File: config.mk
export PLATFORM = sky130hd
export DESIGN_NAME = dc_rd_data_align
export DESIGN_NICKNAME = d
export VERILOG_FILES = /design/src/rtl/dc_rd_data_align_pkg.sv /design/src/rtl/dc_rd_data_align_byte_rotate_right.sv /design/src/rtl/dc_rd_data_align.sv
export SDC_FILE = /design/constraint.sdc
export NUM_CORES = 1
export LEC_CHECK = 0
export CAP_MARGIN = 20
export CORE_MARGIN = 2
export CORE_UTILIZATION = 51
export DETAILED_ROUTE_END_ITERATION = 12
export HOLD_SLACK_MARGIN = 0.05
export PLACE_DENSITY = 0.87
export SLEW_MARGIN = 25
export SYNTH_ARGS = -nofsm -noshare
export SYNTH_HDL_FRONTEND = slang
export SYNTH_SLANG_ARGS = --single-unit
File: constraint.sdc
create_clock -name clk -period 5.17 [get_ports clk]
set_clock_uncertainty 0.05 [all_clocks]
set_input_delay 1.2925 -clock clk [delete_from_list [all_inputs] [get_ports clk]]
set_output_delay 1.2925 -clock clk [all_outputs]
set_load 0.03 [all_outputs]
File: src/rtl/dc_rd_data_align_pkg.sv
// Shared types and constants for the load-side data aligner.
// Holds line/result widths, size and state encodings, and size helpers.
package dc_rd_data_align_pkg;

  localparam int C_LINE_W     = 128;
  localparam int C_DATA_W     = 64;
  localparam int C_LINE_BYTES = C_LINE_W / 8;

  typedef enum logic [1:0] {
    SZ_1B = 2'b00,
    SZ_2B = 2'b01,
    SZ_4B = 2'b10,
    SZ_8B = 2'b11
  } size_t;

  typedef enum logic [1:0] {
    ST_IDLE = 2'b00,
    ST_ACC1 = 2'b01,
    ST_ACC2 = 2'b10,
    ST_OUT  = 2'b11
  } state_t;

  function automatic logic [4:0] size_nbytes(input size_t sz);
    return 5'd1 << sz;
  endfunction

  function automatic logic [C_DATA_W-1:0] size_mask(input size_t sz);
    logic [C_DATA_W-1:0] m;
    case (sz)
      SZ_1B:   m = 64'h0000_0000_0000_00FF;
      SZ_2B:   m = 64'h0000_0000_0000_FFFF;
      SZ_4B:   m = 64'h0000_0000_FFFF_FFFF;
      default: m = 64'hFFFF_FFFF_FFFF_FFFF;
    endcase
    return m;
  endfunction

endpackage

File: src/rtl/dc_rd_data_align_byte_rotate_right.sv
// Byte-granular right rotation: output byte i takes input byte (i + amt) mod NUM_BYTES.
// NUM_BYTES must be a power of two so the index wraps naturally.
module byte_rotate_right #(
  parameter int NUM_BYTES = 16
) (
  input  logic [NUM_BYTES*8-1:0]       din,
  input  logic [$clog2(NUM_BYTES)-1:0] amt,
  output logic [NUM_BYTES*8-1:0]       dout
);

  localparam int AW = $clog2(NUM_BYTES);

  for (genvar gi = 0; gi < NUM_BYTES; gi++) begin : g_byte
    logic [AW-1:0] src;
    assign src              = AW'(gi) + amt;
    assign dout[gi*8 +: 8]  = din[int'(src)*8 +: 8];
  end

endmodule

File: src/rtl/dc_rd_data_align.sv
// Load data aligner: extracts a 1/2/4/8-byte value from one or two cache lines,
// right-justified and zero-extended; line-crossing loads merge two accesses.
module dc_rd_data_align
  import dc_rd_data_align_pkg::*;
(
  input  logic                clk,
  input  logic                rst,
  input  logic                ld_req,
  output logic                ld_ready,
  input  logic [1:0]          mem_rd_size,
  input  logic [3:0]          addr_offset,
  input  logic                dc_rd_valid,
  input  logic [C_LINE_W-1:0] dc_rd_line,
  output logic                access2,
  input  logic                flush,
  output logic [C_DATA_W-1:0] ld_data,
  output logic                ld_data_valid
);

  state_t              state, state_next;
  size_t               size_reg;
  logic [3:0]          offset_reg;
  logic                split_reg;
  logic [C_LINE_W-1:0] hold_reg, hold_next;
  logic [C_DATA_W-1:0] ld_data_reg, ld_data_next;

  logic                accept;
  logic                split_in;
  logic [C_LINE_W-1:0] line1_rot;
  logic [C_LINE_W-1:0] line2_shl;
  logic [C_LINE_W-1:0] merged;
  logic [4:0]          first_bytes;

  assign accept   = (state == ST_IDLE) && ld_req && !flush;
  assign split_in = (5'({1'b0, addr_offset}) + size_nbytes(size_t'(mem_rd_size))) > 5'd16;

  byte_rotate_right #(.NUM_BYTES(C_LINE_BYTES)) u_rot1 (
    .din  (dc_rd_line),
    .amt  (offset_reg),
    .dout (line1_rot)
  );

  // Number of first-line bytes in the merged result; also the left-rotate amount
  // for the second line. Only used when split, so it is always 1..15.
  assign first_bytes = 5'd16 - {1'b0, offset_reg};

  for (genvar gi = 0; gi < C_LINE_BYTES; gi++) begin : g_merge
    logic [3:0] src;
    assign src                   = 4'(gi) - first_bytes[3:0];
    assign line2_shl[gi*8 +: 8]  = dc_rd_line[int'(src)*8 +: 8];
    assign merged[gi*8 +: 8]     = (5'(gi) < first_bytes) ? hold_reg[gi*8 +: 8]
                                                          : line2_shl[gi*8 +: 8];
  end

  always_comb begin
    state_next   = state;
    hold_next    = hold_reg;
    ld_data_next = ld_data_reg;
    case (state)
      ST_IDLE: if (ld_req) state_next = ST_ACC1;
      ST_ACC1: begin
        if (dc_rd_valid) begin
          hold_next = line1_rot;
          if (split_reg) begin
            state_next = ST_ACC2;
          end else begin
            state_next   = ST_OUT;
            ld_data_next = line1_rot[C_DATA_W-1:0] & size_mask(size_reg);
          end
        end
      end
      ST_ACC2: begin
        if (dc_rd_valid) begin
          hold_next    = merged;
          state_next   = ST_OUT;
          ld_data_next = merged[C_DATA_W-1:0] & size_mask(size_reg);
        end
      end
      default: state_next = ST_IDLE;
    endcase
    // Flush wins over everything: abort and leave the data registers untouched.
    if (flush) begin
      state_next   = ST_IDLE;
      hold_next    = hold_reg;
      ld_data_next = ld_data_reg;
    end
  end

  always_ff @(posedge clk or posedge rst) begin
    if (rst) begin
      state       <= ST_IDLE;
      size_reg    <= SZ_1B;
      offset_reg  <= '0;
      split_reg   <= 1'b0;
      hold_reg    <= '0;
      ld_data_reg <= '0;
    end else begin
      state       <= state_next;
      hold_reg    <= hold_next;
      ld_data_reg <= ld_data_next;
      if (accept) begin
        size_reg   <= size_t'(mem_rd_size);
        offset_reg <= addr_offset;
        split_reg  <= split_in;
      end
    end
  end

  assign ld_ready      = (state == ST_IDLE);
  assign access2       = (state == ST_ACC2);
  assign ld_data_valid = (state == ST_OUT);
  assign ld_data       = ld_data_reg;

endmodule

==> results.json <==
{
  "cts_tree": "done",
  "worst_pin_slew_ns": 1.05,
  "synth_common_cells": "mux4_2, nand2_1, dfrtp_1",
  "hold_slack_ns": 0.431,
  "placed_cell_area_um2": 16100,
  "clk_pin_slew_worst_paths_ns": 0.07,
  "die_x_um": 168,
  "status": "finished clean",
  "final_antenna_net_count": 0,
  "cts_num_sinks": 137,
  "via_per_inst": 7.41,
  "ios": 206,
  "post-route-period-util_pct": 73.9,
  "synthMuxAreaShare_pct": 44.4,
  "finalHoldViolations": 0,
  "first_pass_iters": 6,
  "cp_max_fo": 63,
  "design_area_um2": 16600,
  "grt_pass1_vias": 12300,
  "syn_avg_cell_area_um2": 11.1,
  "cts-hold-fix-buffers": 0,
  "fmaxAchievable_ghz": 0.262,
  "setup_viol": 0,
  "drv_slew": 0,
  "numCtsBuffers": 17,
  "maxCapViolations": 0,
  "period_minus_slack_ns": 3.82,
  "cts-resized-gates": 0,
  "rsz0062_at_grt": "false",
  "synth_xor_area_share_pct": 1.72,
  "coreArea_um2": 26700,
  "synth_ff_type": "dfrtp_1",
  "root_buffer": "clkbuf_16",
  "yosys.area_share.simple_pct": 8.31,
  "post-route-util_pct": 62.3,
  "cpPeakStageDelay_ns": 0.95,
  "area_delta_synth_final_pct": 20.8,
  "grt_start_max_net_pins": 166,
  "critPathKind": "reg -> reg",
  "synth_top_area_share_pct": 32.7,
  "cts.htree.levels": 4,
  "die-height_um": 168,
  "ys_seq_area_share_pct": 24.9,
  "worstReg2RegEnd": "hold_reg[27]",
  "critPathLaunch": "offset_reg[0]",
  "synthAdderAreaFrac_pct": 1.69,
  "layout-drive-gt1-share_pct": 23.5,
  "critical_path_required_ns": 5.45,
  "clock_path_buffers": 2,
  "synth_top_area_cell": "mux4_2",
  "fin_nets": 1550,
  "place.gp.congestion": 1.04,
  "synth.distinct_cells": 60,
  "crit_path_end": "hold_reg[27]",
  "drt-wirelength-per-cell_um": 28.7,
  "ff2ff_setup_slack_ns": 1.35,
  "synth_fp_nets": 1399,
  "slew_headroom_pct": 29.7,
  "synth_top_family_by_area": "multiplexers",
  "insertion_delay_ns": 0.44,
  "synth-edff-count": 0,
  "vias": 12900,
  "rr_worst_depth": 9,
  "ys_top_cells_by_area": "mux4_2, dfrtp_1, mux2i_1, nand2_1, mux2_2",
  "grt_use_total_pct": 35.4,
  "synth-async-reset-ratio_pct": 100,
  "cp_data_arrival_time_ns": 4.10,
  "antenna_found_initial": 1,
  "crit_chain": "inv_1, ha_4, buf_4, mux2i_1, mux2i_1, mux4_2, nor2_1, a21oi_1, mux2_2",
  "r2r-start": "offset_reg[0]",
  "num_rows": 60,
  "dp_hpwl_um": 36900,
  "drt_iter0_drc": 1888,
  "diodes": 0,
  "worst_setup_path_start_kind": "register",
  "synth_compound_area_share_pct": 14.3,
  "cp-end-kind": "register",
  "synth_most_common_cell": "mux4_2",
  "ys_ff_latch": 137,
  "crit_path_frequent_cell": "mux2i_1",
  "synth_area_um2": 13800,
  "grt_pass1_wl_um": 75500,
  "start_util_pct": 51.5,
  "netlist_instances": 1242,
  "hold_class": "reg -> reg",
  "drt_wl_total_um": 50000,
  "port-buffer-count": 205,
  "dieArea_um2": 28300,
  "postCtsSetupRepairBufs": 0,
  "slowest_stage": "ha_4",
  "grt_overflow": 0,
  "synth_warnings": 0,
  "tns_ns": 0,
  "drc": 0
}
## metal layers
layer  vias to the layer above  track usage (%)  wire, µm
met3                       224             12.6      7600
met4                         0             19.1      3380
met1                      6303             46.6     17600
met5                         -                0         0
met2                      1156             51.6     21500
li1                       5251                -         -
## stage by stage
step,setup WS (ns),std cells
after global routing,1.21,1746
after global placement,1.41,1714
final,1.35,1746
after detailed placement,1.36,1714
after CTS,1.42,1745
after floorplan,0.160,1242
## critical path, delay by kind of cell, from the launching register on
kind,cells,cell delay (ns)
adders and majority gates,1,0.95
muxes,4,1.30
DFF,1,0.56
buffers and inverters,2,0.55
AOI/OAI and AO/OA,1,0.08
and+or+nand+nor,1,0.14
## logic make-up after synthesis
group	Yosys count
AOI/OAI and AO/OA	300
xor gates and xnor gates	18
adders and majority gates	18
buffers and inverters	138
DFF	137
muxes	355
and+or+nand+nor	276
## layout make-up
| type | instances | area [µm²] |
|---|---|---|
| Clock buffer | 18 | 429 |
| Clock inverter | 13 | 123 |
| Fill cell | 2097 | 10100 |
| Inverter | 32 | 128 |
| Multi-Input combinational cell | 967 | 9760 |
| Sequential cell | 137 | 3440 |
| Tap cell | 341 | 427 |
| Timing Repair Buffer | 238 | 2340 |
## worst min path at each step
stage / startpoint / endpoint / slack (ns) / depth (start not counted)
finish: ld_data[44] / ld_data[44] / 0.43 / 2
CTS: ld_data[44] / ld_data[44] / 0.44 / 2
detailed placement: ld_data[44] / ld_data[44] / 0.43 / 2
global placement: ld_data[43] / ld_data[43] / 0.42 / 2
global route: ld_data[43] / ld_data[43] / 0.46 / 2
floorplan: hold_reg[16] / hold_reg[16] / 0.41 / 2
## cells in the final DEF, fill, tap and decap left out, types with 4 or more instances in the layout
cell | synthesis | layout
mux4_2 | 200 | 200
o22ai_1 | 22 | 22
buf_4 | 8 | 30
nor3_1 | 12 | 12
o211ai_1 | 12 | 12
a21oi_1 | 42 | 42
a31oi_1 | 17 | 17
a22o_1 | 23 | 23
a221o_1 | 8 | 8
a222oi_1 | 19 | 19
ha_1 | 17 | 15
nand3_1 | 13 | 13
nand2_1 | 177 | 176
o21ai_0 | 11 | 11
clkbuf_16 | 0 | 17
a22oi_1 | 26 | 26
mux2_2 | 43 | 43
xnor2_2 | 5 | 6
a21o_1 | 11 | 11
o21ai_1 | 84 | 83
mux2i_1 | 106 | 106
dfrtp_1 | 137 | 134
o21a_1 | 6 | 6
xnor2_1 | 8 | 7
clkdlybuf4s50_1 | 0 | 205
clkinvlp_4 | 0 | 4
mux2_1 | 6 | 6
nand2b_1 | 4 | 4
inv_1 | 30 | 29
a211oi_1 | 9 | 9
nor2_1 | 49 | 49
Power is left out: the tool's default activity adds up to more than one toggle a clock period on the data nets, which glitch-free logic cannot reach.
